===== config.mk =====
export PLATFORM = sky130hd
export DESIGN_NAME = uart_rx
export DESIGN_NICKNAME = d
export VERILOG_FILES = /design/src/rtl/uart_pkg.sv /design/src/rtl/uart_bit_timer.sv /design/src/rtl/uart_rx.sv
export SDC_FILE = /design/constraint.sdc
export NUM_CORES = 1
export LEC_CHECK = 0
export BUFFER_PORTS_ARGS = -buffer_cell sky130_fd_sc_hd__buf_2
export CAP_MARGIN = 5
export CORE_MARGIN = 8
export CORE_UTILIZATION = 62
export CTS_BUF_LIST = sky130_fd_sc_hd__clkbuf_4 sky130_fd_sc_hd__clkbuf_8
export DETAILED_ROUTE_END_ITERATION = 16
export GPL_TIMING_DRIVEN = 0
export HOLD_SLACK_MARGIN = 0.03
export PLACE_DENSITY_LB_ADDON = 0.12
export SYNTH_ARGS = -nofsm -noshare
export SYNTH_HDL_FRONTEND = slang
export SYNTH_SLANG_ARGS = --single-unit

===== constraint.sdc =====
create_clock -name clk -period 2.1 [get_ports clk]
set_input_delay 0.21 -clock clk [delete_from_list [all_inputs] [get_ports clk]]
set_output_delay 0.21 -clock clk [all_outputs]
set_load 0.02 [all_outputs]

===== src/rtl/uart_pkg.sv =====
// Shared UART definitions: FSM state encoding, frame levels, baud divisor helper.
// Latency: n/a (types and constants only).
// Backpressure: n/a.
package uart_pkg;

    // Receiver/transmitter frame-walk states
    typedef enum logic [1:0] {
        IDLE  = 2'd0,
        START = 2'd1,
        DATA  = 2'd2,
        STOP  = 2'd3
    } uart_state_t;

    // Line levels that delimit a frame
    localparam logic START_BIT  = 1'b0;
    localparam logic STOP_BIT   = 1'b1;
    localparam logic IDLE_LEVEL = 1'b1;

    // System clocks spent on one bit period at the given line rate
    function automatic int clks_per_bit(input int clk_freq, input int baudrate);
        return clk_freq / baudrate;
    endfunction

endpackage


===== src/rtl/uart_bit_timer.sv =====
// Restartable bit-period counter; phase is set by the FSM clearing it on state entry.
// Latency: tick is combinational from the count, asserted when count == target.
// Backpressure: none; counter wraps to 0 on tick or clear.
module uart_bit_timer #(
    parameter int MAX = 16
) (
    input  logic                   clk,
    input  logic                   reset,
    input  logic                   clear,
    input  logic [$clog2(MAX)-1:0] target,
    output logic                   tick
);

    logic [$clog2(MAX)-1:0] r_count;

    assign tick = (r_count == target);

    // Count up from 0, restarting on clear or when the target is reached
    always_ff @(posedge clk or posedge reset) begin
        if (reset) begin
            r_count <= '0;
        end else if (clear || tick) begin
            r_count <= '0;
        end else begin
            r_count <= r_count + 1'b1;
        end
    end

endmodule


===== src/rtl/uart_rx.sv =====
// Serial receiver: 1 start, DATA_WIDTH data bits LSB-first, 1 stop, no parity.
// Latency: valid/frame_error pulse ~2 + HALF_BIT + 9*CLKS_PER_BIT clk after start edge.
// Backpressure: none; each valid overwrites received_data, consumer captures on strobe.
module uart_rx
    import uart_pkg::*;
#(
    parameter int CLK_FREQ   = 50000000,
    parameter int BAUDRATE   = 9600,
    parameter int DATA_WIDTH = 8
) (
    input  logic                  clk,
    input  logic                  reset,
    input  logic                  line,
    output logic [DATA_WIDTH-1:0] received_data,
    output logic                  valid,
    output logic                  frame_error,
    output logic                  busy
);

    localparam int CLKS_PER_BIT = clks_per_bit(CLK_FREQ, BAUDRATE);
    localparam int HALF_BIT     = CLKS_PER_BIT / 2;
    localparam int TMR_W        = $clog2(CLKS_PER_BIT);
    localparam int IDX_W        = $clog2(DATA_WIDTH + 1);

    localparam logic [IDX_W-1:0] LAST_IDX = IDX_W'(DATA_WIDTH - 1);
    localparam logic [TMR_W-1:0] T_HALF   = TMR_W'(HALF_BIT - 1);
    localparam logic [TMR_W-1:0] T_FULL   = TMR_W'(CLKS_PER_BIT - 1);

    // Line conditioning
    logic r_sync1;
    logic r_line_s;
    logic r_line_d;

    // FSM and datapath state
    uart_state_t           r_state;
    logic [IDX_W-1:0]      r_bit_idx;
    logic [DATA_WIDTH-1:0] r_shift;
    logic [DATA_WIDTH-1:0] r_data;
    logic                  r_valid;
    logic                  r_ferr;

    // Combinational controls
    uart_state_t      w_state_nxt;
    logic             w_fall;
    logic             w_tick;
    logic             w_clear;
    logic [TMR_W-1:0] w_target;
    logic             w_sample;
    logic             w_valid_nxt;
    logic             w_ferr_nxt;

    assign w_fall   = r_line_d && !r_line_s;
    assign w_target = (r_state == START) ? T_HALF : T_FULL;
    // Hold the timer at 0 while idle and restart it on every state change so
    // sampling points are phased from the detected start edge.
    assign w_clear  = (r_state == IDLE) || (w_state_nxt != r_state);

    uart_bit_timer #(
        .MAX (CLKS_PER_BIT)
    ) u_timer (
        .clk    (clk),
        .reset  (reset),
        .clear  (w_clear),
        .target (w_target),
        .tick   (w_tick)
    );

    // Two-flop synchronizer plus one delay flop for falling-edge detection
    always_ff @(posedge clk or posedge reset) begin
        if (reset) begin
            r_sync1  <= IDLE_LEVEL;
            r_line_s <= IDLE_LEVEL;
            r_line_d <= IDLE_LEVEL;
        end else begin
            r_sync1  <= line;
            r_line_s <= r_sync1;
            r_line_d <= r_line_s;
        end
    end

    // State register
    always_ff @(posedge clk or posedge reset) begin
        if (reset) begin
            r_state <= IDLE;
        end else begin
            r_state <= w_state_nxt;
        end
    end

    // Next-state and strobe decode; STOP exits at mid stop bit to catch back-to-back frames
    always_comb begin
        w_state_nxt = r_state;
        w_sample    = 1'b0;
        w_valid_nxt = 1'b0;
        w_ferr_nxt  = 1'b0;
        case (r_state)
            IDLE: begin
                if (w_fall) begin
                    w_state_nxt = START;
                end
            end
            START: begin
                if (w_tick) begin
                    // A start bit that is no longer low at mid-bit was a glitch
                    w_state_nxt = (r_line_s == START_BIT) ? DATA : IDLE;
                end
            end
            DATA: begin
                if (w_tick) begin
                    w_sample = 1'b1;
                    if (r_bit_idx == LAST_IDX) begin
                        w_state_nxt = STOP;
                    end
                end
            end
            STOP: begin
                if (w_tick) begin
                    w_state_nxt = IDLE;
                    if (r_line_s == STOP_BIT) begin
                        w_valid_nxt = 1'b1;
                    end else begin
                        w_ferr_nxt = 1'b1;
                    end
                end
            end
            default: begin
                w_state_nxt = IDLE;
            end
        endcase
    end

    // Bit index and shift register capture at each data mid-bit
    always_ff @(posedge clk or posedge reset) begin
        if (reset) begin
            r_bit_idx <= '0;
            r_shift   <= '0;
        end else begin
            if (r_state == START) begin
                r_bit_idx <= '0;
            end else if (w_sample) begin
                r_bit_idx <= r_bit_idx + 1'b1;
            end
            for (int i = 0; i < DATA_WIDTH; i++) begin
                if (w_sample && (r_bit_idx == IDX_W'(i))) begin
                    r_shift[i] <= r_line_s;
                end
            end
        end
    end

    // Registered outputs: word update and one-cycle strobes
    always_ff @(posedge clk or posedge reset) begin
        if (reset) begin
            r_data  <= '0;
            r_valid <= 1'b0;
            r_ferr  <= 1'b0;
        end else begin
            r_valid <= w_valid_nxt;
            r_ferr  <= w_ferr_nxt;
            if (w_valid_nxt) begin
                r_data <= r_shift;
            end
        end
    end

    assign received_data = r_data;
    assign valid         = r_valid;
    assign frame_error   = r_ferr;
    assign busy          = (r_state != IDLE);

endmodule

==> results.yml <==
run_status:
  status: "finished clean"
sta:
  min_period_over_period_pct: 93.5
  tns_ns: 0
  finalHoldViolations: 0
  post-route-min-period_ns: 1.96
  tightestPinTransition_ns: 0.829
  rsz0062_at_grt: "false"
  max_slew_margin_pct: 44.7
  slew_viol_final: 0
  setup-violations-final: 0
  fmax_ghz: 0.509
  fin_worst_skew_ns: 0.0160
synth:
  synth_edf_count: 0
  syn_area_sq_um: 2080
  synth-seq-area-share_pct: 48.3
  ys_ff_latch: 40
  syn_nets: 183
  syn_area_per_cell_sq_um: 11.9
  syn_inst: 175
  synth_cell_type_count: 48
  yosys_warnings: 0
  yosys_most_used_dff: "dfrtp_1"
  async_reset_ff_share_pct: 100
cells_and_area:
  layout-drive-gt1-share_pct: 29.9
  stdcell_area_sq_um: 2310
  mostFrequentLayoutCells: "dfrtp_1 (37), mux2_2 (16), buf_2 (15)"
  fillCellCount: 259
  final_common_cell: "dfrtp_1"
  stdcell_count: 247
  final-seq-area_sq_um: 1000
  utilization_pct: 70.4
  antenna_cells: 0
  area_delta_synth_final_pct: 11.2
  final_nets: 208
  multiInputGateArea_sq_um: 997
critical_path:
  crit_family: "simple AND/OR/NAND/NOR gates"
  slowest_delay_ns: 0.43
  cp.depth: 5
  cp-start-kind: "flop"
  end_kind: "flop"
  required_ns: 2.36
  r2r_cells: 5
  slowest_stage: "nor3_1"
  critPathBufInv: 1
  crit_arrival_ns: 2.22
  worstSetupPathType: "reg2reg"
  cp_max_fo: 10
  crit_chain: "buf_2 > or2b_1 > nor3_1 > o2111ai_1 > mux2_2"
global_routing:
  antenna_found_initial: 0
  grt_pass1_vias: 1499
  grt_pass1_wl_microns: 7250
  gr-total-overflow: 0
  grt_max_degree: 41
  track_usage_pct: 17.3
cts:
  max-clock-path-buffers: 2
  root_buffer: "clkbuf_4"
  numCtsBuffers: 5
  clk_latency_ns: 0.36
  cts_tree: "built"
  cts.htree.levels: 2
  cts_num_sinks: 40
  clk_pin_slew_ns: 0.13
drt:
  drt_iter0_drc: 71
  totalWireLength_microns: 4130
  dr.pass1.iters: 4
  vias_per_cell: 5.99
  vias: 1480
  ant_nets: 0
  wire_per_inst_microns: 16.7
  drc_errors: 0
power_and_ir_drop:
  power.density_nw_per_um2: 721
  peakVddDrop_uv: 458
  p_leak_nw: 1.05
die:
  die_h_microns: 73.9
  dieArea_sq_um: 5460
  floorplan.rows: 21
  chipWidth_microns: 73.9
  start_util_pct: 63.3
  fp.coreArea_sq_um: 3280
  ios: 14
worst_hold_path:
  hold_path_class: "reg2reg"
  hold_depth: 0
place:
  place_congestion: 0.864
  dp.cells: 234
  dp.final_hpwl_microns: 2950
  placed_area_sq_um: 2200
  numPortBuffers: 13
run:
  max_cap_viol_count: 0
timing repair:
item	in CTS	in global routing
pin swaps	0	2
setup endpoints to repair	7	12
hold endpoints to repair	33	0
gates resized for setup	2	1
setup buffers	0	3
hold buffers	2	0
registers in the layout (all words and copies together) (netlist names):
signal           flops
r_shift              8
frame_error          1
r_sync1              1
r_line_d             1
u_timer.r_count     13
r_line_s             1
valid                1
r_state              2
received_data        8
r_bit_idx            4
where the power goes:
group	switching, mW	internal [mW]
logic	0.182	0.141
registers	0.0935	0.841
clock network	0.278	0.133
total	0.553	1.12
layout make-up:
cell class | count | share of cell area (%)
Clock inverter | 3 | 0.920
Clock buffer | 5 | 1.62
Sequential cell | 40 | 43.5
Tap cell | 46 | 2.49
Inverter | 6 | 0.974
Multi-Input combinational cell | 119 | 43.1
Buffer | 10 | 2.76
Timing Repair Buffer | 18 | 4.65
final timing paths:
path / start / end / slack (ns)
max: r_state[0]$_DFF_PP0_ / r_shift[4]$_DFFE_PP0P_ / 0.14
min: r_sync1$_DFF_PP1_ / r_line_s$_DFF_PP1_ / 0.37
max reg2reg: r_state[0]$_DFF_PP0_ / r_shift[4]$_DFFE_PP0P_ / 0.14
min reg2reg: r_sync1$_DFF_PP1_ / r_line_s$_DFF_PP1_ / 0.37
max in group asynchronous: reset / r_state[1]$_DFF_PP0_ / 1.02
min in group asynchronous: reset / r_shift[0]$_DFFE_PP0P_ / 0.54
through the flow:
| step | hold slack [ns] | setup slack, ns | power, mW |
|---|---|---|---|
| 2_1_floorplan | 0.214 | 0.347 | 1.16 |
| 3_3_place_gp | 0.315 | 0.0320 | 1.22 |
| 3_5_place_dp | 0.317 | 0.0101 | 1.24 |
| 4_1_cts | 0.366 | 0.0227 | 1.65 |
| 5_1_grt | 0.372 | 0.0144 | 1.75 |
| 6_report | 0.366 | 0.135 | 1.67 |
cell families (layout without fill, tap and decap cells):
group           count (synthesis)  after routing  synth area share, %
compound gates                 28             28                 12.5
xor+xnor                       11             11                 4.63
fa+ha+maj                       5              5                 3.01
buf+inv                        16             42                 4.09
flops                          40             40                 48.3
mux                            17             17                 9.15
simple gates                   58             58                 18.4
cell usage after synthesis (all sizes together), types with 2 or more instances:
library cell | count | area (sq um)
o211ai | 4 | 30.0
and4 | 2 | 17.5
buf | 6 | 47.5
nand2b | 3 | 26.3
dfrtp | 37 | 926
nor3b | 2 | 15.0
mux2 | 16 | 180
nand2 | 5 | 18.8
nand4 | 3 | 18.8
nor4bb | 2 | 20.0
inv | 6 | 22.5
clkbuf | 4 | 15.0
o21a | 3 | 22.5
ha | 5 | 62.6
and2 | 2 | 12.5
xor2 | 9 | 78.8
dfstp | 3 | 78.8
nand3 | 4 | 20.0
o21ai | 2 | 10.0
nor3 | 15 | 86.3
xnor2 | 2 | 17.5
and3 | 7 | 43.8
nor2 | 4 | 15.0
o2111ai | 10 | 105
routing by layer:
metal  wire length (microns)  vias up  GRT usage, %  part of all wire, %
met2                    2030       42          27.1                   49
met1                    1830      721          21.8                   44
met3                     194        9          4.77                  4.7
li1                        -      708             -                    -
met5                       0        -             0                    0
met4                      76        0          7.10                  1.8
(Power assumes the default switching activity.)
